[config.mk]
export PLATFORM = sky130hd
export DESIGN_NAME = instr_queue
export DESIGN_NICKNAME = d
export VERILOG_FILES = /design/src/rtl/instr_queue.sv
export SDC_FILE = /design/constraint.sdc
export NUM_CORES = 1
export LEC_CHECK = 0
export BUFFER_PORTS_ARGS = -buffer_cell sky130_fd_sc_hd__buf_4
export CAP_MARGIN = 20
export CORE_MARGIN = 8
export CORE_UTILIZATION = 57
export CTS_CLUSTER_SIZE = 40
export DETAILED_ROUTE_END_ITERATION = 8
export GPL_TIMING_DRIVEN = 1
export PLACE_DENSITY = 0.8
export SLEW_MARGIN = 20
export SYNTH_ARGS = -nofsm -noshare
export SYNTH_HDL_FRONTEND = slang
export SYNTH_SLANG_ARGS = --single-unit
[constraint.sdc]
create_clock -name clock -period 2.4 [get_ports clock]
set_input_delay 0.36 -clock clock [delete_from_list [all_inputs] [get_ports clock]]
set_output_delay 0.36 -clock clock [all_outputs]
set_load 0.05 [all_outputs]
[src/rtl/instr_queue.sv]
// instr_queue: in-order instruction queue between fetch and decode.
// The oldest entry is presented combinationally (first-word fall-through),
// and a NOP word is shown whenever the queue is empty.
// A flush discards all entries at the clock edge where it is sampled.
// Reset is asynchronous.
module instr_queue #(
  parameter int                 WIDTH = 32,
  parameter int                 DEPTH = 4,
  parameter logic [WIDTH-1:0]   NOP   = WIDTH'(32'h0000_0000),
  parameter int                 CW    = $clog2(DEPTH) + 1
) (
  input  logic             clock,
  input  logic             reset,
  input  logic             in_valid,
  output logic             in_ready,
  input  logic [WIDTH-1:0] instr_in,
  output logic             out_valid,
  input  logic             out_ready,
  output logic [WIDTH-1:0] instr_out,
  input  logic             flush,
  output logic [CW-1:0]    count
);

  localparam int            AW       = $clog2(DEPTH);
  localparam logic [CW-1:0] FULL_CNT = CW'(DEPTH);

  logic [WIDTH-1:0] mem [DEPTH];

  logic [AW-1:0] wp_reg, wp_next;
  logic [AW-1:0] rp_reg, rp_next;
  logic [CW-1:0] count_reg, count_next;

  logic push;
  logic pop;

  // Handshake flags come from the stored state only.
  // This means no input can reach an output combinationally.
  assign in_ready  = (count_reg != FULL_CNT);
  assign out_valid = (count_reg != '0);
  assign push      = in_valid & in_ready;
  assign pop       = out_valid & out_ready;
  assign count     = count_reg;
  assign instr_out = out_valid ? mem[rp_reg] : NOP;

  // Next pointer/occupancy.
  // Flush overrides any push or pop in the same cycle.
  always_comb begin
    wp_next    = wp_reg;
    rp_next    = rp_reg;
    count_next = count_reg;
    if (flush) begin
      wp_next    = '0;
      rp_next    = '0;
      count_next = '0;
    end else begin
      if (push) wp_next = wp_reg + AW'(1);
      if (pop)  rp_next = rp_reg + AW'(1);
      case ({push, pop})
        2'b10:   count_next = count_reg + CW'(1);
        2'b01:   count_next = count_reg - CW'(1);
        default: count_next = count_reg;
      endcase
    end
  end

  // Pointer and occupancy state.
  // Cleared immediately on reset, without waiting for a clock edge.
  always_ff @(posedge clock or posedge reset) begin
    if (reset) begin
      wp_reg    <= '0;
      rp_reg    <= '0;
      count_reg <= '0;
    end else begin
      wp_reg    <= wp_next;
      rp_reg    <= rp_next;
      count_reg <= count_next;
    end
  end

  // Entry storage.
  // A word offered during a flush is dropped.
  // Contents are never cleared: the empty state masks them with NOP.
  always_ff @(posedge clock) begin
    if (push && !flush) begin
      mem[wp_reg] <= instr_in;
    end
  end

endmodule

==> Word-level counts from Yosys, hierarchy flattened <==
Memory sizes are Yosys's and may differ from the RTL's.
Cells that the tools add are included.
{ "word_totals": {"wordCells": 28, "mem_count": 1, "out_inout_bits": 37, "register_bits": 7, "latchBits": 0, "romBits": 0, "mem_bits_rw": 128} }
{ "mem_list": {"columns": ["memory", "words", "word_bits", "read_ports", "rd_ports_with_merged_regs", "wr", "line", "rtl"], "rows": [
  ["mem", 4, 32, 1, 0, 1, "27", "logic [WIDTH-1:0] mem [DEPTH];"]
]} }
{ "op_classes": {"n_reduce_logical": 6, "mul": 0, "bitwise_logic": 2, "mux": 9, "n_shift": 0, "add_sub_neg": 4, "div": 0, "n_eq_ne": 3, "n_lt_le_gt_ge": 0} }
{ "op_table": {"columns": ["op", "n"], "rows": [
  ["32-bit two-way mux", 1],
  ["2-bit two-way mux", 4],
  ["3-bit case mux with 2 select lines", 1],
  ["3-bit nonzero test", 2],
  ["2-bit by 1-bit adder with 2-bit output (second input constant)", 2],
  ["2-bit nonzero test", 2],
  ["3-bit by 1-bit adder with 3-bit output (second input constant)", 1],
  ["3-bit two-way mux", 1],
  ["3-bit inequality test (second input constant)", 1],
  ["3-bit by 1-bit subtractor with 3-bit output (second input constant)", 1],
  ["1-bit AND", 2],
  ["2-bit by 1-bit == test with 1-bit output (second input constant)", 1],
  ["2-bit == test (second input constant)", 1],
  ["1-bit two-way mux", 2],
  ["1-bit logical AND", 1],
  ["1-bit zero test", 1]
]} }

==> Logic depth before layout (Yosys ltp) <==
Gate-level depths: netlist (run 1).
{ "logic_depth": {"ltp_word": 5, "ltp_mapped": 9, "ltp_nobuf": 8} }

==> Least setup slack after synthesis (run 1) <==
No wires, ideal clock.
{ "synth_timing": {"kind": "register to register", "from": "reg count_reg[0] (netlist: count[0])", "to": "mem mem[0][0], enable pin", "stages_incl_launch_ff": 5, "path_slack_ns": -0.370, "synth_period_minus_slack_ns": 2.770, "required_ns": 2.008, "setup_time_ns": 0.392, "arrival_time_ns": 2.378, "cell_sequence": "dfrtp_1 or3b_1 nand2_2 nor2_1 and2_1"} }
{ "synth_via": {"elab_chain_len": 5} }
{ "synth_rtl": {"columns": ["item", "line", "rtl"], "rows": [
  ["start, declared", "31", "logic [CW-1:0] count_reg, count_next;"],
  ["start signal, assigned", "76", "count_reg <= count_next;"],
  ["3-bit inequality test", "38", "assign in_ready = (count_reg != FULL_CNT);"],
  ["via in_ready", "15", "output logic in_ready,"],
  ["1-bit AND", "40", "assign push = in_valid & in_ready;"],
  ["1-bit logical AND", "84", "if (push && !flush) begin"],
  ["1-bit two-way mux", "84", null],
  ["1-bit two-way mux (not written as such)", "85", "mem[wp_reg] <= instr_in;"],
  ["end, declared", "27", null]
]} }
The timed path passes the listed nets, and every way through them passes these cells.

==> Worst setup path in the final report (run 1) <==
{ "layout_timing": {"from": "reg rp_reg[0]", "to": "out instr_out[11]"} }
{ "layout_via": {"elab_chain_len": 2} }
{ "layout_rtl": {"columns": ["item", "line", "rtl"], "rows": [
  ["start, declared", "30", "logic [AW-1:0] rp_reg, rp_next;"],
  ["start signal, assigned", "75", "rp_reg <= rp_next;"],
  ["memory read 4 x 32 bit", null, null],
  ["32-bit two-way mux", "43", "assign instr_out = out_valid ? mem[rp_reg] : NOP;"],
  ["end, declared", "19", "output logic [WIDTH-1:0] instr_out,"]
]} }
Every way passes these cells.

==> reports/results.ini, run 1 <==
[clock_network]
clockBufferDepth = 2
clk_latency_ns = 0.52
htreeDepth = 4
clk_pin_slew_ns = 0.07
cts_buffers = 17
cts_tree = done
cts.sinks = 135
cts_root_buffer = clkbuf_8

[route]
via_count = 2753
vias_per_cell = 5.484
wl_per_cell_um = 21.55
drtIter0Drc = 131
first_pass_iters = 4
wirelength_um = 10820
drtAntennaViolNets = 0
drcViolationCount = 0

[cells_and_area]
area_growth_pct = 28.59
final-instance-count-excl-fill = 502
nets = 402
largest_register_ffs = 128
postLayoutCellArea_mm2 = 0.006973
drive_gt1_share_pct = 50.13
diodes = 0

[yosys]
synth_cell_type_count = 31
ys_ff_latch = 135
synth_top_cell_by_area = edfxtp_1
synth_edf_count = 128
synth.top_cells.by_count = 128 x edfxtp_1, 36 x and2_1, 28 x mux4_2
syn_area_per_cell_um2 = 20.23
synthCells = 268
yosysWarnings = 0
synth_top_area_share_pct = 70.88
synthFlopType = edfxtp_1
syn_nets = 310
ys_seq_area_share_pct = 74.11
synth_top_cells_by_area = edfxtp_1 71%, mux4_2 12%, and2_1 4.2%, dfrtp_1 3.2%, mux4_1 1.9%
syn_area_mm2 = 0.005423
synth_most_common_cell = edfxtp_1
async_flop_share_pct = 5.185

[placed_design]
place_area_mm2 = 0.006098
port_buffers = 73
dp_cells = 462
gp_congestion = 0.7601
dpl.hpwl_um = 6099

[outcome]
status = finished, violations left
violations = negative setup slack

[die]
num_io_pins = 74
die_area_mm2 = 0.01289
core-area_mm2 = 0.009240
rows = 35
initial_core_util_pct = 58.69
fp.dieH_um = 113.5
die_x_um = 113.5

[timing]
fin_skew_ns = 0.01144
finalSetupTns_ns = -0.08349
min_period_over_period_pct = 100.8
holdWs_ns = 0.04629
min_period_ns = 2.419
finalSetupViolCount = 7
hold_viol = 0
drv_slew = 0
tightestPinTransition_ns = 0.9051
rsz0062_at_grt = true
fin_ws_ns = -0.01889
max_clock_freq_ghz = 0.4134
max_slew_margin_pct = 39.66

[setup_path]
slowest_stage = mux4_2
critPathKind = reg2out
crit_chain = buf_12 -> buf_16 -> mux4_2 -> and2_4 -> buf_8
arrival_ns = 2.06
crit_fanout = 6
worstPathRequired_ns = 2.04
crit_path_max_incr_delay_ns = 0.51
crit_family = multiplexers
path_buf_inv = 3
worstSetupEndpointType = primary output
start_kind = flop

[flow_run]
drv_cap = 0

[grt]
grt_antenna_before_repair = 0
grt_pass1_wl_um = 16370
grt_max_degree = 35
grt_pass1_vias = 2927
grt_overflow = 0
grt_util_all_layers_pct = 17.61

[power]
power_density_mw_per_mm2 = 1022
peakVddDrop_mv = 0.7906
p_total_mw = 7.123
p_leak_nw = 2.467

[min_path]
hp-class = in2reg

placed cells by master, fill, tap and decap left out, types with 2 or more instances in the layout:
master and n:
a21oi_1 3, and2_1 7, and2_2 4, and2_4 25, buf_12 4, buf_16 2, buf_4 54, buf_6 25
buf_8 2, bufinv_16 2, clkbuf_16 16, clkinv_4 3, clkinvlp_4 4, dfrtp_1 5, edfxtp_1 128, ha_1 4
inv_1 3, inv_6 6, mux4_2 32, nand2_1 5, nand3_1 4, nor2_1 9, nor3_1 2, o21ai_0 3
xnor2_1 2, xor2_1 2
layer usage:
layer  track usage [%]  part of all wire, %  vias up
li1                  -                    -     1245
met1             21.07                   42     1418
met2             28.92                   51       82
met3             6.022                  6.2        8
met4             6.661                 0.92        0
met5                 0                    0        -
path summary, 6_finish.rpt:
kind                               from  slack [ns]             to  depth (start not counted)
setup reg to reg               count[1]        0.22      mem[3][2]                          4
hold / removal             instr_in[27]        0.05     mem[2][27]                          1
setup / recovery              rp_reg[0]       -0.02  instr_out[11]                          5
hold reg to reg               wp_reg[1]        0.59      wp_reg[1]                          2
min in group asynchronous         reset        0.35       count[1]                          3
max in group asynchronous         reset        1.81      rp_reg[1]                          3
worst reg2reg max path, cell delays in order, from the launching register on:
cell and delay (ns):
dfrtp_1 0.50, or3b_4 0.21, nand2_2 0.07, nor2_1 0.20
and2_2 0.79
timing repair:
item / CTS / global route
pin swaps: 0 / 1
gates resized for setup: 48 / 17
setup endpoints to repair: 32 / 32
cloned: 2 / 0
hold buffers: 1 / 0
endpoints found under the hold margin: 7 / 0
setup buffers: 2 / 3
through the flow:
step,utilization [%],setup WS [ns]
detailed placement,66.00,0.3041
CTS,74.80,-0.03767
global placement,66.00,0.3651
global route,75.46,-0.07651
finish,75.46,-0.01889
floorplan,-,0.1618
cell type report:
cell class	instances	area, um2
Sequential cell	135	4024
Fill cell	515	2267
Multi-Input combinational cell	115	1331
Timing Repair Buffer	88	862.1
Clock buffer	17	414.1
Clock inverter	15	168.9
Tap cell	129	161.4
Inverter	3	11.26
report_power, final:
group	internal, mW	switching, mW
combinational	0.808	1.05
sequential	2.69	0.0450
clock	1.50	1.03
cells by family (layout without fill, tap and decap cells):
logic type                 after synthesis  count (layout)  share of synthesized area [%]
AOI/OAI and AO/OA                        9               9                         0.9921
xor gates and xnor gates                 4               4                         0.6462
adders and majority gates                5               5                          1.292
buffers and inverters                   18             123                          2.446
DFF                                    135             135                          74.11
muxes                                   33              33                          13.77
and+or+nand+nor                         64              64                          6.738
(Power assumes the default switching activity.)
==> run 2: changes to the inputs <==
--- a/config.mk
+++ b/config.mk
@@ -12,6 +12,7 @@
 export CTS_CLUSTER_SIZE = 40
 export DETAILED_ROUTE_END_ITERATION = 8
 export GPL_TIMING_DRIVEN = 1
+export HOLD_SLACK_MARGIN = 0.06
 export PLACE_DENSITY = 0.8
 export SLEW_MARGIN = 20
 export SYNTH_ARGS = -nofsm -noshare
==> reports/results.ini, run 2 (synthesis gave the netlist of run 1 again) <==
[timing]
rsz0062_at_grt = true  ; unchanged
max_slew_margin_pct = 40.53  ; was 39.66%
finalSetupViolCount = 3  ; was 7
hold_viol = 0  ; unchanged
drv_slew = 0  ; unchanged
min_period_over_period_pct = 100.8  ; about the same
max_clock_freq_ghz = 0.4133  ; was 0.4134 GHz
holdWs_ns = 0.2015  ; was 0.04629 ns
min_period_ns = 2.419  ; about the same
tightestPinTransition_ns = 0.8921  ; was 0.9051 ns
fin_skew_ns = 0.007636  ; was 0.01144 ns
fin_ws_ns = -0.01946  ; was -0.01889 ns

[grt]
grt_antenna_before_repair = 1  ; was 0
grt_pass1_vias = 3091  ; was 2927
grt_util_all_layers_pct = 18.86  ; was 17.61%
grt_max_degree = 35  ; unchanged
grt_overflow = 0  ; unchanged
grt_pass1_wl_um = 17550  ; was 16370 um

[clock_network]
cts_tree = done  ; unchanged
cts_buffers = 17  ; unchanged
cts_root_buffer = clkbuf_8  ; unchanged
clk_pin_slew_ns = 0.06  ; was 0.07 ns
htreeDepth = 4  ; unchanged
clk_latency_ns = 0.51  ; was 0.52 ns
clockBufferDepth = 2  ; unchanged
cts.sinks = 135  ; unchanged

[route]
first_pass_iters = 4  ; unchanged
wl_met1_um = 4932  ; was 4513 um
drtAntennaViolNets = 0  ; unchanged
wirelength_um = 12310  ; was 10820 um
wl_met3_um = 790  ; was 675 um
wl_per_cell_um = 22.96  ; was 21.55 um
drtIter0Drc = 194  ; was 131
wl_met2_um = 6333  ; was 5526 um
highest_layer = met4  ; unchanged
vias_per_cell = 5.584  ; was 5.484
drcViolationCount = 0  ; unchanged
via_count = 2993  ; was 2753

[power]
p_leak_nw = 2.627  ; was 2.467 nW
peakVddDrop_mv = 0.7213  ; was 0.7906 mV
power_density_mw_per_mm2 = 992.4  ; was 1022 mW/mm2

[cells_and_area]
nFillCells = 457  ; was 515
regArea_mm2 = 0.004025  ; was 0.004024 mm2
area_growth_pct = 35.86  ; was 28.59%
nets = 435  ; was 402
drive_gt1_share_pct = 46.06  ; was 50.13%
final_cell_mix = 128 x edfxtp_1, 48 x buf_4, 34 x dlygate4sd3_1, 30 x mux4_2, 29 x buf_6  ; was 128 x edfxtp_1, 54 x buf_4, 32 x mux4_2, 25 x and2_4, 25 x buf_6
final_common_cell = edfxtp_1  ; unchanged
multiInputGateArea_mm2 = 0.001341  ; was 0.001331 mm2
largest_register_ffs = 128  ; unchanged

[placed_design]
place_ws_ns = 0.3041  ; unchanged
port_buffers = 73  ; unchanged
gp_congestion = 0.7601  ; unchanged
dpl.hpwl_um = 6099  ; unchanged

[outcome]
status = finished, violations left  ; unchanged
violations = negative setup slack  ; unchanged

[die]
die_x_um = 113.5  ; unchanged
core-area_mm2 = 0.009240  ; unchanged
fp.dieH_um = 113.5  ; unchanged
num_io_pins = 74  ; unchanged
initial_core_util_pct = 58.69  ; unchanged
die_area_mm2 = 0.01289  ; unchanged
rows = 35  ; unchanged

[setup_path]
critPathKind = reg2out  ; unchanged
start_kind = flop  ; unchanged
arrival_ns = 2.06  ; about the same
crit_fanout = 6  ; unchanged
worstPathRequired_ns = 2.04  ; about the same
worstSetupEndpointType = primary output  ; unchanged
r2r_cells = 8  ; was 4

[min_path]
holdPathStages = 3  ; was 1
hp-class = in2reg  ; unchanged

[flow_run]
drv_cap = 0  ; unchanged

[run 2: metal layers]
metal / vias to the layer above / track usage [%]
met5: - / 0
met4: 0 / 5.684
met3: 23 / 6.709
met2: 132 / 31.05
met1: 1522 / 22.91
li1: 1316 / -
[run 2: area by class of cell]
class                   instances  share of cell area, %
repair buffers                121                  16.86
well taps                     129                  2.191
inverters                       3                 0.1529
clock inverters                15                  2.293
multi-input cells             115                  18.21
clock buffers                  17                  5.622
flip-flops and latches        135                  54.64
diodes                          1                0.03397
[run 2: worst max-delay path, cell delays in order, from the launching register on]
cell,delay [ns]
dfrtp_2,0.43
buf_12,0.14
buf_16,0.14
mux4_2,0.51
and2_4,0.18
buf_6,0.15
[run 2: path summary, 6_finish.rpt]
check | start | end | slack (ns)
worst max-delay path | rp_reg[0] | instr_out[11] | -0.02
worst min-delay path | in_valid | wp_reg[1] | 0.20
worst max register to register | count[2] | count[2] | 0.20
worst min register to register | wp_reg[1] | wp_reg[1] | 0.62
max in group asynchronous | reset | rp_reg[1] | 1.77
min in group asynchronous | reset | count[2] | 0.37
[run 2: through the flow]
| stage | utilization, % | power, mW | TNS (ns) | area, um2 | instances |
|---|---|---|---|---|---|
| 2_1_floorplan | - | 3.892 | 0 | 5431 | 268 |
| 3_3_place_gp | 66.00 | 4.295 | 0 | 6098 | 462 |
| 3_5_place_dp | 66.00 | 4.323 | 0 | 6098 | 462 |
| 4_1_cts | 78.38 | 7.141 | -0.3327 | 7242 | 532 |
| 5_1_grt | 79.73 | 7.529 | -0.7378 | 7367 | 536 |
| 6_report | 79.73 | 7.311 | -0.02342 | 7367 | 536 |
[run 2: power breakdown]
group	switching (mW)	total (mW)	internal (mW)
clock	1.03	2.53	1.50
sequential	0.0493	2.74	2.69
combinational	1.13	2.04	0.918
total	2.20	7.31	5.11
[run 2: what timing repair did]
item | in CTS | in global routing
gates cloned | 2 | 3
endpoints found under the hold margin | 141 | 0
buffers inserted | 2 | 0
resized for setup | 48 | 20
setup endpoints to repair | 32 | 32
pin swaps | 0 | 3
hold buffers | 34 | 0
==> run 3: changes to the inputs <==
--- a/config.mk
+++ b/config.mk
@@ -8,12 +8,12 @@
 export BUFFER_PORTS_ARGS = -buffer_cell sky130_fd_sc_hd__buf_4
 export CAP_MARGIN = 20
 export CORE_MARGIN = 8
-export CORE_UTILIZATION = 57
+export CORE_UTILIZATION = 35
 export CTS_CLUSTER_SIZE = 40
 export DETAILED_ROUTE_END_ITERATION = 8
 export GPL_TIMING_DRIVEN = 1
 export HOLD_SLACK_MARGIN = 0.06
-export PLACE_DENSITY = 0.8
+export PLACE_DENSITY = 0.54
 export SLEW_MARGIN = 20
 export SYNTH_ARGS = -nofsm -noshare
 export SYNTH_HDL_FRONTEND = slang
==> reports/results.ini, run 3 (synthesis gave the netlist of run 1 again) <==
[setup_path]
start_kind = flop  ; unchanged
arrival_ns = 1.95  ; was 2.06 ns
critPathKind = reg2out  ; unchanged
crit_fanout = 34  ; was 6
worstPathRequired_ns = 2.04  ; about the same
worstSetupEndpointType = primary output  ; unchanged

[grt]
grt_pass1_wl_um = 16630  ; was 17550 um
grt_max_degree = 35  ; unchanged
grt_pass1_vias = 3076  ; was 3091
grt_antenna_before_repair = 0  ; was 1
grt_util_all_layers_pct = 11.18  ; was 18.86%
grt_overflow = 0  ; unchanged

[die]
num_io_pins = 74  ; unchanged
fp.dieH_um = 140.5  ; was 113.5 um
die_area_mm2 = 0.01973  ; was 0.01289 mm2
rows = 45  ; was 35
die_x_um = 140.5  ; was 113.5 um
core-area_mm2 = 0.01515  ; was 0.009240 mm2
initial_core_util_pct = 35.80  ; was 58.69%

[timing]
rsz0062_at_grt = false  ; was true
finalSetupViolCount = 0  ; was 3
drv_slew = 0  ; unchanged
fin_skew_ns = 0.008510  ; was 0.007636 ns
min_period_over_period_pct = 96.29  ; was 100.8%
min_period_ns = 2.311  ; was 2.419 ns
tightestPinTransition_ns = 0.9587  ; was 0.8921 ns
hold_viol = 0  ; unchanged
finalSetupTns_ns = 0  ; was -0.02342 ns
max_clock_freq_ghz = 0.4327  ; was 0.4133 GHz
max_slew_margin_pct = 36.09  ; was 40.53%

[placed_design]
gp_congestion = 0.7111  ; was 0.7601
dpl.hpwl_um = 6395  ; was 6099 um
port_buffers = 73  ; unchanged

[cells_and_area]
largest_register_ffs = 128  ; unchanged
regArea_mm2 = 0.004021  ; was 0.004025 mm2
nets = 396  ; was 435
final_common_cell = edfxtp_1  ; unchanged
nFillCells = 1313  ; was 457
multiInputGateArea_mm2 = 0.001271  ; was 0.001341 mm2
diodes = 0  ; was 1
area_growth_pct = 24.97  ; was 35.86%
final_cell_mix = 128 x edfxtp_1, 78 x buf_4, 32 x and2_1, 30 x mux4_2, 17 x clkbuf_16  ; was 128 x edfxtp_1, 48 x buf_4, 34 x dlygate4sd3_1, 30 x mux4_2, 29 x buf_6
drive_gt1_share_pct = 39.89  ; was 46.06%

[power]
peakVddDrop_mv = 0.5147  ; was 0.7213 mV
p_total_mw = 6.878  ; was 7.311 mW
power_density_mw_per_mm2 = 1015  ; was 992.4 mW/mm2
p_leak_nw = 2.371  ; was 2.627 nW

[min_path]
hp-class = in2reg  ; unchanged

[clock_network]
clk_pin_slew_ns = 0.06  ; about the same
htreeDepth = 4  ; unchanged
cts.sinks = 135  ; unchanged
clockBufferDepth = 2  ; unchanged
cts_root_buffer = clkbuf_16  ; was clkbuf_8
cts_tree = done  ; unchanged
cts_buffers = 17  ; unchanged
clk_latency_ns = 0.41  ; was 0.51 ns

[route]
vias_per_cell = 4.872  ; was 5.584
drtIter0Drc = 112  ; was 194
drcViolationCount = 0  ; unchanged
first_pass_iters = 4  ; unchanged
drtAntennaViolNets = 0  ; unchanged
via_count = 2699  ; was 2993
wirelength_um = 10530  ; was 12310 um
wl_per_cell_um = 19.01  ; was 22.96 um

[outcome]
status = finished, final reports clean  ; was finished, violations left

[flow_run]
drv_cap = 0  ; unchanged

run 3: layout make-up:
cell class | count | area share, %
clock buffers | 18 | 6.333
multi-input cells | 115 | 18.76
inverters | 3 | 0.1662
repair buffers | 82 | 9.546
flip-flops and latches | 135 | 59.34
well taps | 188 | 3.471
clock inverters | 13 | 2.382
run 3: what timing repair did:
action                                 CTS  global route
setup endpoints to repair                1            32
endpoints found under the hold margin    7             0
setup buffers                            0             0
gates resized for setup                  1             2
hold buffers                             1             0
run 3: critical path, cell delays in order, from the launching register on:
cell,delay [ns]
dfrtp_1,0.38
buf_4,0.17
or3_1,0.40
buf_6,0.21
and2_1,0.18
buf_4,0.19
run 3: worst paths after layout:
| check | from | endpoint | slack (ns) | cells past startpoint |
|---|---|---|---|---|
| setup reg to reg | count[2] | mem[0][2] | 0.32 | 4 |
| hold / removal | instr_in[30] | mem[2][30] | 0.16 | 1 |
| hold reg to reg | wp_reg[1] | wp_reg[1] | 0.58 | 2 |
| setup / recovery | count[1] | instr_out[3] | 0.09 | 5 |
| max in group asynchronous | reset | rp_reg[1] | 1.71 | 3 |
| min in group asynchronous | reset | count[2] | 0.45 | 3 |
run 3: metrics by stage:
stage,hold slack (ns),instance area (um2),utilization [%],setup slack [ns],cells
after floorplan,0.1634,5431,-,0.1618,268
after global placement,0.3190,6180,40.80,0.3642,522
after detailed placement,0.3160,6180,40.80,0.2802,522
after CTS,0.1417,6777,44.74,0.004831,554
after global routing,0.1382,6777,44.74,0.007025,554
final,0.1553,6777,44.74,0.08902,554
run 3: power by group:
part / internal, mW / total [mW] / leakage [nW] / switching, mW
Sequential: 2.69 / 2.72 / 1.25 / 0.0293
Clock: 1.71 / 2.59 / 0.287 / 0.889
Combinational: 0.577 / 1.57 / 0.831 / 0.989
run 3: metal layers:
metal	share of wire [%]	vias to the layer above	track usage, %
li1	-	1229	-
met1	45	1397	13.47
met2	48	65	17.72
met3	6.6	8	4.791
met4	0.83	0	3.790
met5	0	-	0
